==> src/rtl/mips_ctrl_pkg.sv <==
// Shared definitions for the multicycle MIPS main control FSM:
// state codes, supported opcodes and datapath selector encodings.
package mips_ctrl_pkg;

  // Controller states; the codes are visible on the debug state port.
  typedef enum logic [3:0] {
    S_FETCH     = 4'd0,
    S_DECODE    = 4'd1,
    S_MEM_ADR   = 4'd2,
    S_MEM_READ  = 4'd3,
    S_MEM_WB    = 4'd4,
    S_MEM_WRITE = 4'd5,
    S_EXECUTE   = 4'd6,
    S_ALU_WB    = 4'd7,
    S_BRANCH    = 4'd8,
    S_ADDI_EX   = 4'd9,
    S_ADDI_WB   = 4'd10,
    S_JUMP      = 4'd11
  } state_e;

  // Supported opcodes (IR[31:26]).
  localparam logic [5:0] OP_RTYPE = 6'h00;
  localparam logic [5:0] OP_J     = 6'h02;
  localparam logic [5:0] OP_BEQ   = 6'h04;
  localparam logic [5:0] OP_ADDI  = 6'h08;
  localparam logic [5:0] OP_LW    = 6'h23;
  localparam logic [5:0] OP_SW    = 6'h2B;

  // ALU operand B multiplexor select.
  typedef enum logic [1:0] {
    SRCB_REG     = 2'b00,
    SRCB_FOUR    = 2'b01,
    SRCB_IMM     = 2'b10,
    SRCB_IMM_SH2 = 2'b11
  } alu_src_b_e;

  // ALU operation request to the ALU decoder.
  typedef enum logic [1:0] {
    ALUOP_ADD   = 2'b00,
    ALUOP_SUB   = 2'b01,
    ALUOP_FUNCT = 2'b10
  } alu_op_e;

  // PC source multiplexor select; 2'b11 is reserved and never driven.
  typedef enum logic [1:0] {
    PCSRC_ALU    = 2'b00,
    PCSRC_ALUOUT = 2'b01,
    PCSRC_JUMP   = 2'b10
  } pc_src_e;

  // Complete set of datapath controls produced for one state.
  typedef struct packed {
    logic       pc_en;
    logic       iord;
    logic       mem_write;
    logic       ir_write;
    logic       reg_dst;
    logic       mem_to_reg;
    logic       reg_write;
    logic       alu_src_a;
    alu_src_b_e alu_src_b;
    alu_op_e    alu_op;
    pc_src_e    pc_src;
  } ctrl_out_t;

  // All enables off, all selectors at their zero encoding.
  localparam ctrl_out_t CTRL_NONE = '{
    pc_en:      1'b0,
    iord:       1'b0,
    mem_write:  1'b0,
    ir_write:   1'b0,
    reg_dst:    1'b0,
    mem_to_reg: 1'b0,
    reg_write:  1'b0,
    alu_src_a:  1'b0,
    alu_src_b:  SRCB_REG,
    alu_op:     ALUOP_ADD,
    pc_src:     PCSRC_ALU
  };

endpackage

==> src/rtl/multicycle_control_fsm_if.sv <==
// Control bus between the main control FSM and the multicycle datapath.
// The FSM side uses the master modport, the datapath side the slave one.
interface multicycle_control_fsm_if;

  // Datapath status towards the controller.
  logic [5:0] i_opcode;
  logic       i_zero;
  logic       i_mem_ready;

  // Controls towards the datapath.
  logic       o_pc_en;
  logic       o_iord;
  logic       o_mem_write;
  logic       o_ir_write;
  logic       o_reg_dst;
  logic       o_mem_to_reg;
  logic       o_reg_write;
  logic       o_alu_src_a;
  logic [1:0] o_alu_src_b;
  logic [1:0] o_alu_op;
  logic [1:0] o_pc_src;
  logic       o_illegal;
  logic [3:0] o_state;

  modport master (
    input  i_opcode, i_zero, i_mem_ready,
    output o_pc_en, o_iord, o_mem_write, o_ir_write, o_reg_dst,
           o_mem_to_reg, o_reg_write, o_alu_src_a, o_alu_src_b,
           o_alu_op, o_pc_src, o_illegal, o_state
  );

  modport slave (
    output i_opcode, i_zero, i_mem_ready,
    input  o_pc_en, o_iord, o_mem_write, o_ir_write, o_reg_dst,
           o_mem_to_reg, o_reg_write, o_alu_src_a, o_alu_src_b,
           o_alu_op, o_pc_src, o_illegal, o_state
  );

endinterface

==> src/rtl/control_output_decoder.sv <==
// Moore output map of the main control FSM. Only the memory handshake
// (FETCH) and the ALU zero flag (BRANCH) reach the outputs directly.
module control_output_decoder
  import mips_ctrl_pkg::*;
(
  input  state_e    state_i,
  input  logic      mem_ready_i,
  input  logic      zero_i,
  output ctrl_out_t ctrl_o
);

  // Per-state datapath controls.
  always_comb begin
    // NOTE: every field gets a default before the case so no path leaves
    // an output unassigned, which would otherwise infer a latch.
    ctrl_o = CTRL_NONE;
    unique case (state_i)
      S_FETCH: begin
        // PC + 4 through the ALU; IR and PC load together once memory answers.
        ctrl_o.alu_src_b = SRCB_FOUR;
        ctrl_o.ir_write  = mem_ready_i;
        ctrl_o.pc_en     = mem_ready_i;
      end
      S_DECODE: begin
        // Speculative branch target: PC + (imm << 2).
        ctrl_o.alu_src_b = SRCB_IMM_SH2;
      end
      S_MEM_ADR: begin
        ctrl_o.alu_src_a = 1'b1;
        ctrl_o.alu_src_b = SRCB_IMM;
      end
      S_MEM_READ: begin
        ctrl_o.iord = 1'b1;
      end
      S_MEM_WB: begin
        ctrl_o.mem_to_reg = 1'b1;
        ctrl_o.reg_write  = 1'b1;
      end
      S_MEM_WRITE: begin
        // Strobe stays up through every wait cycle of the store.
        ctrl_o.iord      = 1'b1;
        ctrl_o.mem_write = 1'b1;
      end
      S_EXECUTE: begin
        ctrl_o.alu_src_a = 1'b1;
        ctrl_o.alu_op    = ALUOP_FUNCT;
      end
      S_ALU_WB: begin
        ctrl_o.reg_dst   = 1'b1;
        ctrl_o.reg_write = 1'b1;
      end
      S_BRANCH: begin
        // Compare A - B; take the target computed in DECODE when equal.
        ctrl_o.alu_src_a = 1'b1;
        ctrl_o.alu_op    = ALUOP_SUB;
        ctrl_o.pc_src    = PCSRC_ALUOUT;
        ctrl_o.pc_en     = zero_i;
      end
      S_ADDI_EX: begin
        ctrl_o.alu_src_a = 1'b1;
        ctrl_o.alu_src_b = SRCB_IMM;
      end
      S_ADDI_WB: begin
        ctrl_o.reg_write = 1'b1;
      end
      S_JUMP: begin
        ctrl_o.pc_src = PCSRC_JUMP;
        ctrl_o.pc_en  = 1'b1;
      end
      default: begin
        // Unreachable codes look like FETCH with every enable held off.
        ctrl_o.alu_src_b = SRCB_FOUR;
      end
    endcase
  end

endmodule

==> src/rtl/multicycle_control_fsm.sv <==
// Main control FSM for the multicycle MIPS datapath. Holds the state
// register and next-state logic, and forces every output low in reset.
module multicycle_control_fsm
  import mips_ctrl_pkg::*;
(
  input logic                      i_clk,
  input logic                      i_rst_n,
  multicycle_control_fsm_if.master ctrl
);

  state_e    state_q;
  state_e    state_d;
  logic      illegal;
  ctrl_out_t dec_out;
  ctrl_out_t gated_out;
  logic [3:0] gated_state;
  logic      gated_illegal;

  // State register with synchronous active-low reset into FETCH.
  always_ff @(posedge i_clk) begin
    // NOTE: state updates use non-blocking assignment so every flop
    // samples the pre-edge value regardless of statement order.
    if (!i_rst_n) begin
      state_q <= S_FETCH;
    end else begin
      state_q <= state_d;
    end
  end

  // Next-state selection; unsupported opcodes are flagged in DECODE.
  always_comb begin
    state_d = state_q;
    illegal = 1'b0;
    unique case (state_q)
      S_FETCH: begin
        if (ctrl.i_mem_ready) state_d = S_DECODE;
      end
      S_DECODE: begin
        unique case (ctrl.i_opcode)
          OP_LW, OP_SW: state_d = S_MEM_ADR;
          OP_RTYPE:     state_d = S_EXECUTE;
          OP_BEQ:       state_d = S_BRANCH;
          OP_ADDI:      state_d = S_ADDI_EX;
          OP_J:         state_d = S_JUMP;
          default: begin
            state_d = S_FETCH;
            illegal = 1'b1;
          end
        endcase
      end
      S_MEM_ADR: begin
        // IR cannot change outside FETCH, so the opcode is still lw or sw.
        state_d = (ctrl.i_opcode == OP_SW) ? S_MEM_WRITE : S_MEM_READ;
      end
      S_MEM_READ: begin
        if (ctrl.i_mem_ready) state_d = S_MEM_WB;
      end
      S_MEM_WRITE: begin
        if (ctrl.i_mem_ready) state_d = S_FETCH;
      end
      S_EXECUTE: state_d = S_ALU_WB;
      S_ADDI_EX: state_d = S_ADDI_WB;
      S_MEM_WB, S_ALU_WB, S_BRANCH, S_ADDI_WB, S_JUMP: state_d = S_FETCH;
      default:   state_d = S_FETCH;
    endcase
  end

  control_output_decoder u_decoder (
    .state_i     (state_q),
    .mem_ready_i (ctrl.i_mem_ready),
    .zero_i      (ctrl.i_zero),
    .ctrl_o      (dec_out)
  );

  // Reset gating: nothing is enabled and the state reads 0 while in reset.
  always_comb begin
    gated_out     = CTRL_NONE;
    gated_state   = 4'd0;
    gated_illegal = 1'b0;
    if (i_rst_n) begin
      gated_out     = dec_out;
      gated_state   = state_q;
      gated_illegal = illegal;
    end
  end

  assign ctrl.o_pc_en      = gated_out.pc_en;
  assign ctrl.o_iord       = gated_out.iord;
  assign ctrl.o_mem_write  = gated_out.mem_write;
  assign ctrl.o_ir_write   = gated_out.ir_write;
  assign ctrl.o_reg_dst    = gated_out.reg_dst;
  assign ctrl.o_mem_to_reg = gated_out.mem_to_reg;
  assign ctrl.o_reg_write  = gated_out.reg_write;
  assign ctrl.o_alu_src_a  = gated_out.alu_src_a;
  assign ctrl.o_alu_src_b  = gated_out.alu_src_b;
  assign ctrl.o_alu_op     = gated_out.alu_op;
  assign ctrl.o_pc_src     = gated_out.pc_src;
  assign ctrl.o_illegal    = gated_illegal;
  assign ctrl.o_state      = gated_state;

endmodule
==> src/flat_wrapper.sv <==
// flat-port wrapper written by rule: the top's interface ports become plain ports
module multicycle_control_fsm_flat import mips_ctrl_pkg::*;
  (i_clk, i_rst_n, ctrl_i_opcode, ctrl_i_zero, ctrl_i_mem_ready, ctrl_o_pc_en, ctrl_o_iord, ctrl_o_mem_write, ctrl_o_ir_write, ctrl_o_reg_dst, ctrl_o_mem_to_reg, ctrl_o_reg_write, ctrl_o_alu_src_a, ctrl_o_alu_src_b, ctrl_o_alu_op, ctrl_o_pc_src, ctrl_o_illegal, ctrl_o_state);
  multicycle_control_fsm_if ctrl_i ();
  input logic i_clk;
  input logic i_rst_n;
  input wire logic [$bits(ctrl_i.i_opcode)-1:0] ctrl_i_opcode;
  input wire logic [$bits(ctrl_i.i_zero)-1:0] ctrl_i_zero;
  input wire logic [$bits(ctrl_i.i_mem_ready)-1:0] ctrl_i_mem_ready;
  output wire logic [$bits(ctrl_i.o_pc_en)-1:0] ctrl_o_pc_en;
  output wire logic [$bits(ctrl_i.o_iord)-1:0] ctrl_o_iord;
  output wire logic [$bits(ctrl_i.o_mem_write)-1:0] ctrl_o_mem_write;
  output wire logic [$bits(ctrl_i.o_ir_write)-1:0] ctrl_o_ir_write;
  output wire logic [$bits(ctrl_i.o_reg_dst)-1:0] ctrl_o_reg_dst;
  output wire logic [$bits(ctrl_i.o_mem_to_reg)-1:0] ctrl_o_mem_to_reg;
  output wire logic [$bits(ctrl_i.o_reg_write)-1:0] ctrl_o_reg_write;
  output wire logic [$bits(ctrl_i.o_alu_src_a)-1:0] ctrl_o_alu_src_a;
  output wire logic [$bits(ctrl_i.o_alu_src_b)-1:0] ctrl_o_alu_src_b;
  output wire logic [$bits(ctrl_i.o_alu_op)-1:0] ctrl_o_alu_op;
  output wire logic [$bits(ctrl_i.o_pc_src)-1:0] ctrl_o_pc_src;
  output wire logic [$bits(ctrl_i.o_illegal)-1:0] ctrl_o_illegal;
  output wire logic [$bits(ctrl_i.o_state)-1:0] ctrl_o_state;
  assign ctrl_i.i_opcode = ctrl_i_opcode;
  assign ctrl_i.i_zero = ctrl_i_zero;
  assign ctrl_i.i_mem_ready = ctrl_i_mem_ready;
  assign ctrl_o_pc_en = ctrl_i.o_pc_en;
  assign ctrl_o_iord = ctrl_i.o_iord;
  assign ctrl_o_mem_write = ctrl_i.o_mem_write;
  assign ctrl_o_ir_write = ctrl_i.o_ir_write;
  assign ctrl_o_reg_dst = ctrl_i.o_reg_dst;
  assign ctrl_o_mem_to_reg = ctrl_i.o_mem_to_reg;
  assign ctrl_o_reg_write = ctrl_i.o_reg_write;
  assign ctrl_o_alu_src_a = ctrl_i.o_alu_src_a;
  assign ctrl_o_alu_src_b = ctrl_i.o_alu_src_b;
  assign ctrl_o_alu_op = ctrl_i.o_alu_op;
  assign ctrl_o_pc_src = ctrl_i.o_pc_src;
  assign ctrl_o_illegal = ctrl_i.o_illegal;
  assign ctrl_o_state = ctrl_i.o_state;
  multicycle_control_fsm u_core (.i_clk(i_clk), .i_rst_n(i_rst_n), .ctrl(ctrl_i));
endmodule
==> config.mk <==
export PLATFORM = sky130hd
export DESIGN_NAME = multicycle_control_fsm_flat
export DESIGN_NICKNAME = d
export VERILOG_FILES = /design/src/rtl/mips_ctrl_pkg.sv /design/src/rtl/multicycle_control_fsm_if.sv /design/src/rtl/control_output_decoder.sv /design/src/rtl/multicycle_control_fsm.sv /design/src/flat_wrapper.sv
export SDC_FILE = /design/constraint.sdc
export NUM_CORES = 1
export LEC_CHECK = 0
export ABC_AREA = 0
export BUFFER_PORTS_ARGS = -buffer_cell sky130_fd_sc_hd__buf_2
export CORE_MARGIN = 2
export CORE_UTILIZATION = 40
export DETAILED_ROUTE_END_ITERATION = 10
export PLACE_DENSITY_LB_ADDON = 0.1
export SLEW_MARGIN = 25
export SYNTH_ARGS = -nofsm -noshare
export SYNTH_HDL_FRONTEND = slang
export SYNTH_SLANG_ARGS = --single-unit
export TNS_END_PERCENT = 20
==> constraint.sdc <==
create_clock -name i_clk -period 4.16 [get_ports i_clk]
set_clock_uncertainty 0.2 [all_clocks]
set_input_delay 0.624 -clock i_clk [delete_from_list [all_inputs] [get_ports i_clk]]
set_output_delay 0.624 -clock i_clk [all_outputs]
set_load 0.03 [all_outputs]
==> results.yml, run 1 <==
status:
  status: "complete, no violations"
die:
  initial_core_util: 0.4148
  core_area_sq_um: 1454
  fp.dieW_um: 42.83
  fp-row-count: 14
  die_area_sq_um: 1834
  io_pins: 29
  die_y_um: 42.83
pwr:
  max-vdd-ir-drop_mv: 0.1133
  fin_total_pwr_mw: 0.1899
  power_density_nw_per_um2: 259.9
  p_leak_nw: 0.3349
route:
  vias: 748
  wl_per_cell_um: 12.58
  avgViaCountPerCell: 5.798
  dr.pass1.iters: 4
  routed_wl_mm: 1.623
  drc: 0
  antenna_left: 0
  drtIter0Drc: 5
global_route:
  grtUsageTotal: 0.1965
  grt_start_max_net_pins: 20
  grt_pass1_wl_mm: 2.822
  antenna_found_initial: 0
  grt_pass1_vias: 638
  grt-ovfl-total: 0
critical_path:
  crit_type: "flip-flop to output port"
  r2r_cells: 3
  worstSetupStartpointType: "flip-flop"
  cp-end-kind: "output port"
  cp.arrival_ps: 1810
  worstPathRequired_ps: 3340
  worstPathMaxFanout: 17
cts:
  post-cts-setup-buffer-count: 0
  cts_resized: 0
  root_buffer: "clkbuf_4"
  cts_max_level: 1
  hold_buffers: 0
  clk_latency_ps: 240
  cts_inserted_buffers: 3
  cts_tree: "yes"
  clock-sinks: 4
  clk_pin_slew_ps: 40
  clockBufferDepth: 2
layout:
  reg_top3: "u_core.state_q: 4 flops"
  final_area_sq_um: 730.7
  layout_common_cells: "buf_2 (28), nand2_1 (9), nor2_1 (7), nor3_1 (7), inv_1 (6)"
  syn_to_final_growth_pct: 21.16
  drive_gt1_frac: 0.3097
  largest-register: "u_core.state_q"
  largest_register_ffs: 4
  final_nets: 125
  diodes: 0
  layout_commonest_cell: "buf_2"
  stdcell_count: 129
yosys:
  synthMuxAreaShare: 0
  syn_nets: 102
  synth-seq-cells: 4
  yosys_warnings: 0
  synthesis.area_sq_um: 603.1
  synthSimpleGateAreaFrac: 0.4066
  synth_compound_area_frac: 0.2573
  synth_fa_ha_area_frac: 0.01660
  ys_seq_area_frac: 0.1328
  ys_types: 37
  synth_top_family_by_area: "simple AND/OR/NAND/NOR gates"
  syn_avg_cell_area_sq_um: 6.555
  synth_xor_area_frac: 0.05809
  syn_inst: 92
placement:
  dpl.cell_count: 126
  post-place-ws_ps: 1586
  place_hpwl_mm: 1.198
  dpl_cell_area_sq_um: 708.2
  io_buffers: 28
  place_congestion: 0.8106
timing:
  setup_ws_ps: 1523
  finalMaxSlewViolations: 0
  rsz0062_at_grt: "no"
  setup_viol: 0
  fmax_ghz: 0.3792
  relSlewSlack: 0.5952
  hold_viol: 0
  worstMarginPinSlew_ps: 606.4
  fin_crit_sh: 0.6339
  finalSetupTns_ps: 0
  fin_crit_ps: 2637
worst_hold_path:
  hold_path_depth: 2
  hold_path_class: "flip-flop to flip-flop"
flow_run:
  maxCapViolCount: 0
==> through the flow <==
stage / hold slack, ps / util
after floorplan: 401.6 / -
after detailed placement: 570.3 / 0.4871
after global routing: 637.3 / 0.5026
after global placement: 583.0 / 0.4871
after CTS: 571.5 / 0.5026
final: 572.8 / 0.5026
==> routing by layer <==
| layer | part of all wire | global-route usage | routed length [um] |
|---|---|---|---|
| met1 | 0.44 | 0.2641 | 722 |
| met2 | 0.48 | 0.3152 | 779 |
| met3 | 0.062 | 0.02553 | 101 |
| met4 | 0.012 | 0.07500 | 19 |
| met5 | 0 | 0 | 0 |
==> synth_stat cells <==
| cell | count | area (sq um) |
|---|---|---|
| nand2_1 | 9 | 33.78 |
| nor2_1 | 7 | 26.28 |
| nor3_1 | 7 | 35.03 |
| inv_1 | 6 | 22.52 |
| nor4_1 | 5 | 31.28 |
| a21oi_1 | 4 | 20.02 |
| a31oi_1 | 4 | 25.02 |
| clkbuf_1 | 4 | 15.01 |
| dfxtp_1 | 4 | 80.08 |
| nor2b_1 | 3 | 18.77 |
| nor3b_1 | 3 | 22.52 |
| o22ai_1 | 3 | 18.77 |
| a21boi_0 | 2 | 15.01 |
| and2_1 | 2 | 12.51 |
| buf_2 | 2 | 10.01 |
| buf_4 | 2 | 15.01 |
| o211ai_1 | 2 | 15.01 |
| o21ai_0 | 2 | 10.01 |
| xnor2_1 | 2 | 17.52 |
| xor2_1 | 2 | 17.52 |
| a211oi_1 | 1 | 7.510 |
| and3_1 | 1 | 6.260 |
| and4_1 | 1 | 8.760 |
| buf_1 | 1 | 3.750 |
| buf_6 | 1 | 11.26 |
| maj3_1 | 1 | 10.01 |
| nand3_1 | 1 | 5.000 |
| o2111ai_1 | 1 | 8.760 |
| o21bai_1 | 1 | 7.510 |
| o31ai_1 | 1 | 7.510 |
| o32a_2 | 1 | 11.26 |
| o41ai_1 | 1 | 8.760 |
| or3_1 | 1 | 6.260 |
| or3b_2 | 1 | 8.760 |
| or4_2 | 1 | 8.760 |
| or4_4 | 1 | 11.26 |
| or4b_1 | 1 | 10.01 |
==> cell type report <==
type / instances / area (sq um)
tap: 16 / 20.02
multi-input combinational: 72 / 445.4
inverter: 6 / 22.52
timing repair buffer: 28 / 140.1
clock buffer: 3 / 22.52
sequential: 4 / 80.08
fill: 167 / 723.2
==> cell families after synthesis <==
| family | count (synthesis) |
|---|---|
| fa+ha+maj | 1 |
| xor+xnor | 4 |
| simple gates | 44 |
| compound gates | 23 |
| flops | 4 |
| buf+inv | 16 |
==> final timing paths <==
check / from / endpoint / slack [ps]
worst min-delay path: u_core.state_q[0]$_SDFFE_PN0P_ / u_core.state_q[1]$_SDFFE_PN0P_ / 570
worst max-delay path: u_core.state_q[1]$_SDFFE_PN0P_ / ctrl_o_pc_en / 1520
worst max register to register: u_core.state_q[2]$_SDFFE_PN0P_ / u_core.state_q[1]$_SDFFE_PN0P_ / 2360
worst min register to register: u_core.state_q[0]$_SDFFE_PN0P_ / u_core.state_q[1]$_SDFFE_PN0P_ / 570
==> critical path: stages (launching register included) <==
cell	delay [ps]
dfxtp_1	480
or3b_2	510
a21oi_1	130
a31oi_1	50
nor3b_1	170
buf_2	230
==> power by group <==
| part | internal (mW) | total, mW | switching, mW |
|---|---|---|---|
| Clock | 0.0324 | 0.0506 | 0.0181 |
| Sequential | 0.0419 | 0.0561 | 0.0142 |
| Combinational | 0.0313 | 0.0833 | 0.0519 |
Note: power is estimated with default switching activity, not from simulation.
==> inputs of run 2 (changes only) <==
==> constraint.sdc (replaced) <==
create_clock -name i_clk -period 2.3 [get_ports i_clk]
set_clock_uncertainty 0.2 [all_clocks]
set_input_delay 0.345 -clock i_clk [delete_from_list [all_inputs] [get_ports i_clk]]
set_output_delay 0.345 -clock i_clk [all_outputs]
set_load 0.03 [all_outputs]
==> run 2 against run 1 <==
  * Die area unchanged
  * Utilization increased by 2.0 points
  * Design area increased by 3.9%
  * Sequential power increased by 42%
  * Sequential share of layout area decreased by 0.25 points
  * Worst setup slack got worse by 1300 ps
  * Clock power increased by 70%
  * First-iteration DRC count increased by 100%
  * Via count increased by 0.80%
  * Critical path type unchanged
  * Largest cell class unchanged
  * Largest power group unchanged
==> results.yml, run 2 (synthesized netlist as in run 1, its figures left out) <==
timing:
  rsz0062_at_grt: "no"
  fin_crit_ps: 2126
  setup_ws_ps: 174.1
  fmax_ghz: 0.4704
  hold_viol: 0
  finalMaxSlewViolations: 0
  worstMarginPinSlew_ps: 314.2
  setup_viol: 0
  hold_ws_ps: 285.8
  relSlewSlack: 0.7878
  fin_crit_sh: 0.9243
cts:
  cts_tree: "yes"
  post-cts-setup-buffer-count: 0
  cts_resized: 0
  cts_max_level: 1
  clk_latency_ps: 230
  clk_pin_slew_ps: 40
  hold_buffers: 0
  cts_inserted_buffers: 3
  clockBufferDepth: 2
  clock-sinks: 4
  root_buffer: "clkbuf_4"
global_route:
  grt.met1_usage: 0.2711
  busiest_layer: "met2"
  grt_pass1_vias: 650
  grtUsageTotal: 0.1998
  grt_pass1_wl_mm: 2.884
  grt_start_max_net_pins: 20
  grt_use_met3: 0.05106
  antenna_found_initial: 0
  groute.layer.met2.usage: 0.3364
  grt-ovfl-total: 0
pwr:
  power.share.combinational: 0.524
  netSwitchingPower_mw: 0.1491
  swShare: 0.4293
  p_leak_nw: 0.3515
  sequentialPowerShare: 0.229
  p_int_mw: 0.1982
  power_density_nw_per_um2: 457.2
  power_frac_clock: 0.248
  max-vdd-ir-drop_mv: 0.3271
critical_path:
  reg2reg_to: "u_core.state_q[1]$_SDFFE_PN0P_"
  rrSetupSlack_ps: 620
  worstSetupStartpointType: "flip-flop"
  worstPathRequired_ps: 1750
  cp-end-kind: "output port"
  worstPathMaxFanout: 2
  cp.arrival_ps: 1580
  crit_type: "flip-flop to output port"
  r2r_cells: 3
  reg2reg_from: "u_core.state_q[2]$_SDFFE_PN0P_"
placement:
  io_buffers: 28
  place_hpwl_mm: 1.238
  post-place-ws_ps: 263.5
  place_congestion: 0.8021
  dpl.cell_count: 129
  dpl_cell_area_sq_um: 735.7
flow_run:
  maxCapViolCount: 0
worst_hold_path:
  hold_end: "u_core.state_q[3]$_SDFFE_PN0P_"
  hold_path_depth: 4
  min_from: "ctrl_i_opcode[5]"
  hold_path_class: "primary input to flip-flop"
layout:
  diodes: 0
  reg_top3: "u_core.state_q: 4 flops"
  drive_gt1_frac: 0.3448
  final_nets: 128
  final_util: 0.5224
  largest-register: "u_core.state_q"
  layout_common_cells: "buf_2 (28), nand2_1 (9), nor2_1 (7), inv_1 (6), nor3_1 (6)"
  largest_register_ffs: 4
  seqCellArea_sq_um: 81.33
  stdcell_count: 132
  syn_to_final_growth_pct: 25.93
  multi_input_area_sq_um: 450.4
  layout_commonest_cell: "buf_2"
  final_area_sq_um: 759.5
  nFillCells: 154
route:
  routed_wl_mm: 1.634
  vias: 754
  dr.pass1.iters: 3
  wl_per_cell_um: 12.38
  antenna_left: 0
  avgViaCountPerCell: 5.712
  drc: 0
  drtIter0Drc: 10
die:
  die_area_sq_um: 1834
  fp.dieW_um: 42.83
  core_area_sq_um: 1454
  die_y_um: 42.83
  initial_core_util: 0.4148
  fp-row-count: 14
  io_pins: 29
status:
  status: "complete, no violations"
==> run 2: power by group through the flow <==
stage,logic (mW),registers (mW),clock network (mW)
after floorplan,0.132,0.0833,0
after CTS,0.182,0.0794,0.0932
after global routing,0.200,0.0799,0.101
final,0.182,0.0794,0.0861
after global placement,0.181,0.0802,0
after detailed placement,0.182,0.0806,0
==> run 2: worst max path at each step <==
stage / startpoint / end / slack [ps] / depth (start not counted)
2_1_floorplan: u_core.state_q[2]$_SDFFE_PN0P_ / ctrl_o_mem_to_reg / -60 / 4
3_3_place_gp: ctrl_i_opcode[2] / ctrl_o_illegal / 290 / 6
3_5_place_dp: ctrl_i_opcode[2] / ctrl_o_illegal / 260 / 6
4_1_cts: u_core.state_q[2]$_SDFFE_PN0P_ / ctrl_o_mem_to_reg / 140 / 3
5_1_grt: u_core.state_q[0]$_SDFFE_PN0P_ / ctrl_o_pc_en / 50 / 5
6_report: u_core.state_q[0]$_SDFFE_PN0P_ / ctrl_o_pc_en / 170 / 5
==> run 2: cell type report <==
| type | count | share of cell area |
|---|---|---|
| tap | 16 | 0.02636 |
| multi-input combinational | 72 | 0.5931 |
| clock buffer | 3 | 0.02965 |
| sequential | 4 | 0.1071 |
| timing repair buffer | 31 | 0.2142 |
| inverter | 6 | 0.02965 |
==> run 2: metrics by stage <==
step | power, mW | TNS, ps
floorplan | 0.2153 | -141.3
global placement | 0.2610 | 0
detailed placement | 0.2622 | 0
CTS | 0.3542 | 0
global route | 0.3805 | 0
finish | 0.3472 | 0
==> run 2: worst max-delay path, cell delays in order (launching register included) <==
cell and delay, ps:
dfxtp_1 300, or3b_2 450, a21oi_1 150, a31oi_1 50
nor3b_1 170, buf_2 220
==> run 2: routing by layer <==
| layer | wire length, um | part of all wire |
|---|---|---|
| met1 | 767 | 0.47 |
| met2 | 789 | 0.48 |
| met3 | 76 | 0.047 |
| met4 | 0 | 0 |
| met5 | 0 | 0 |
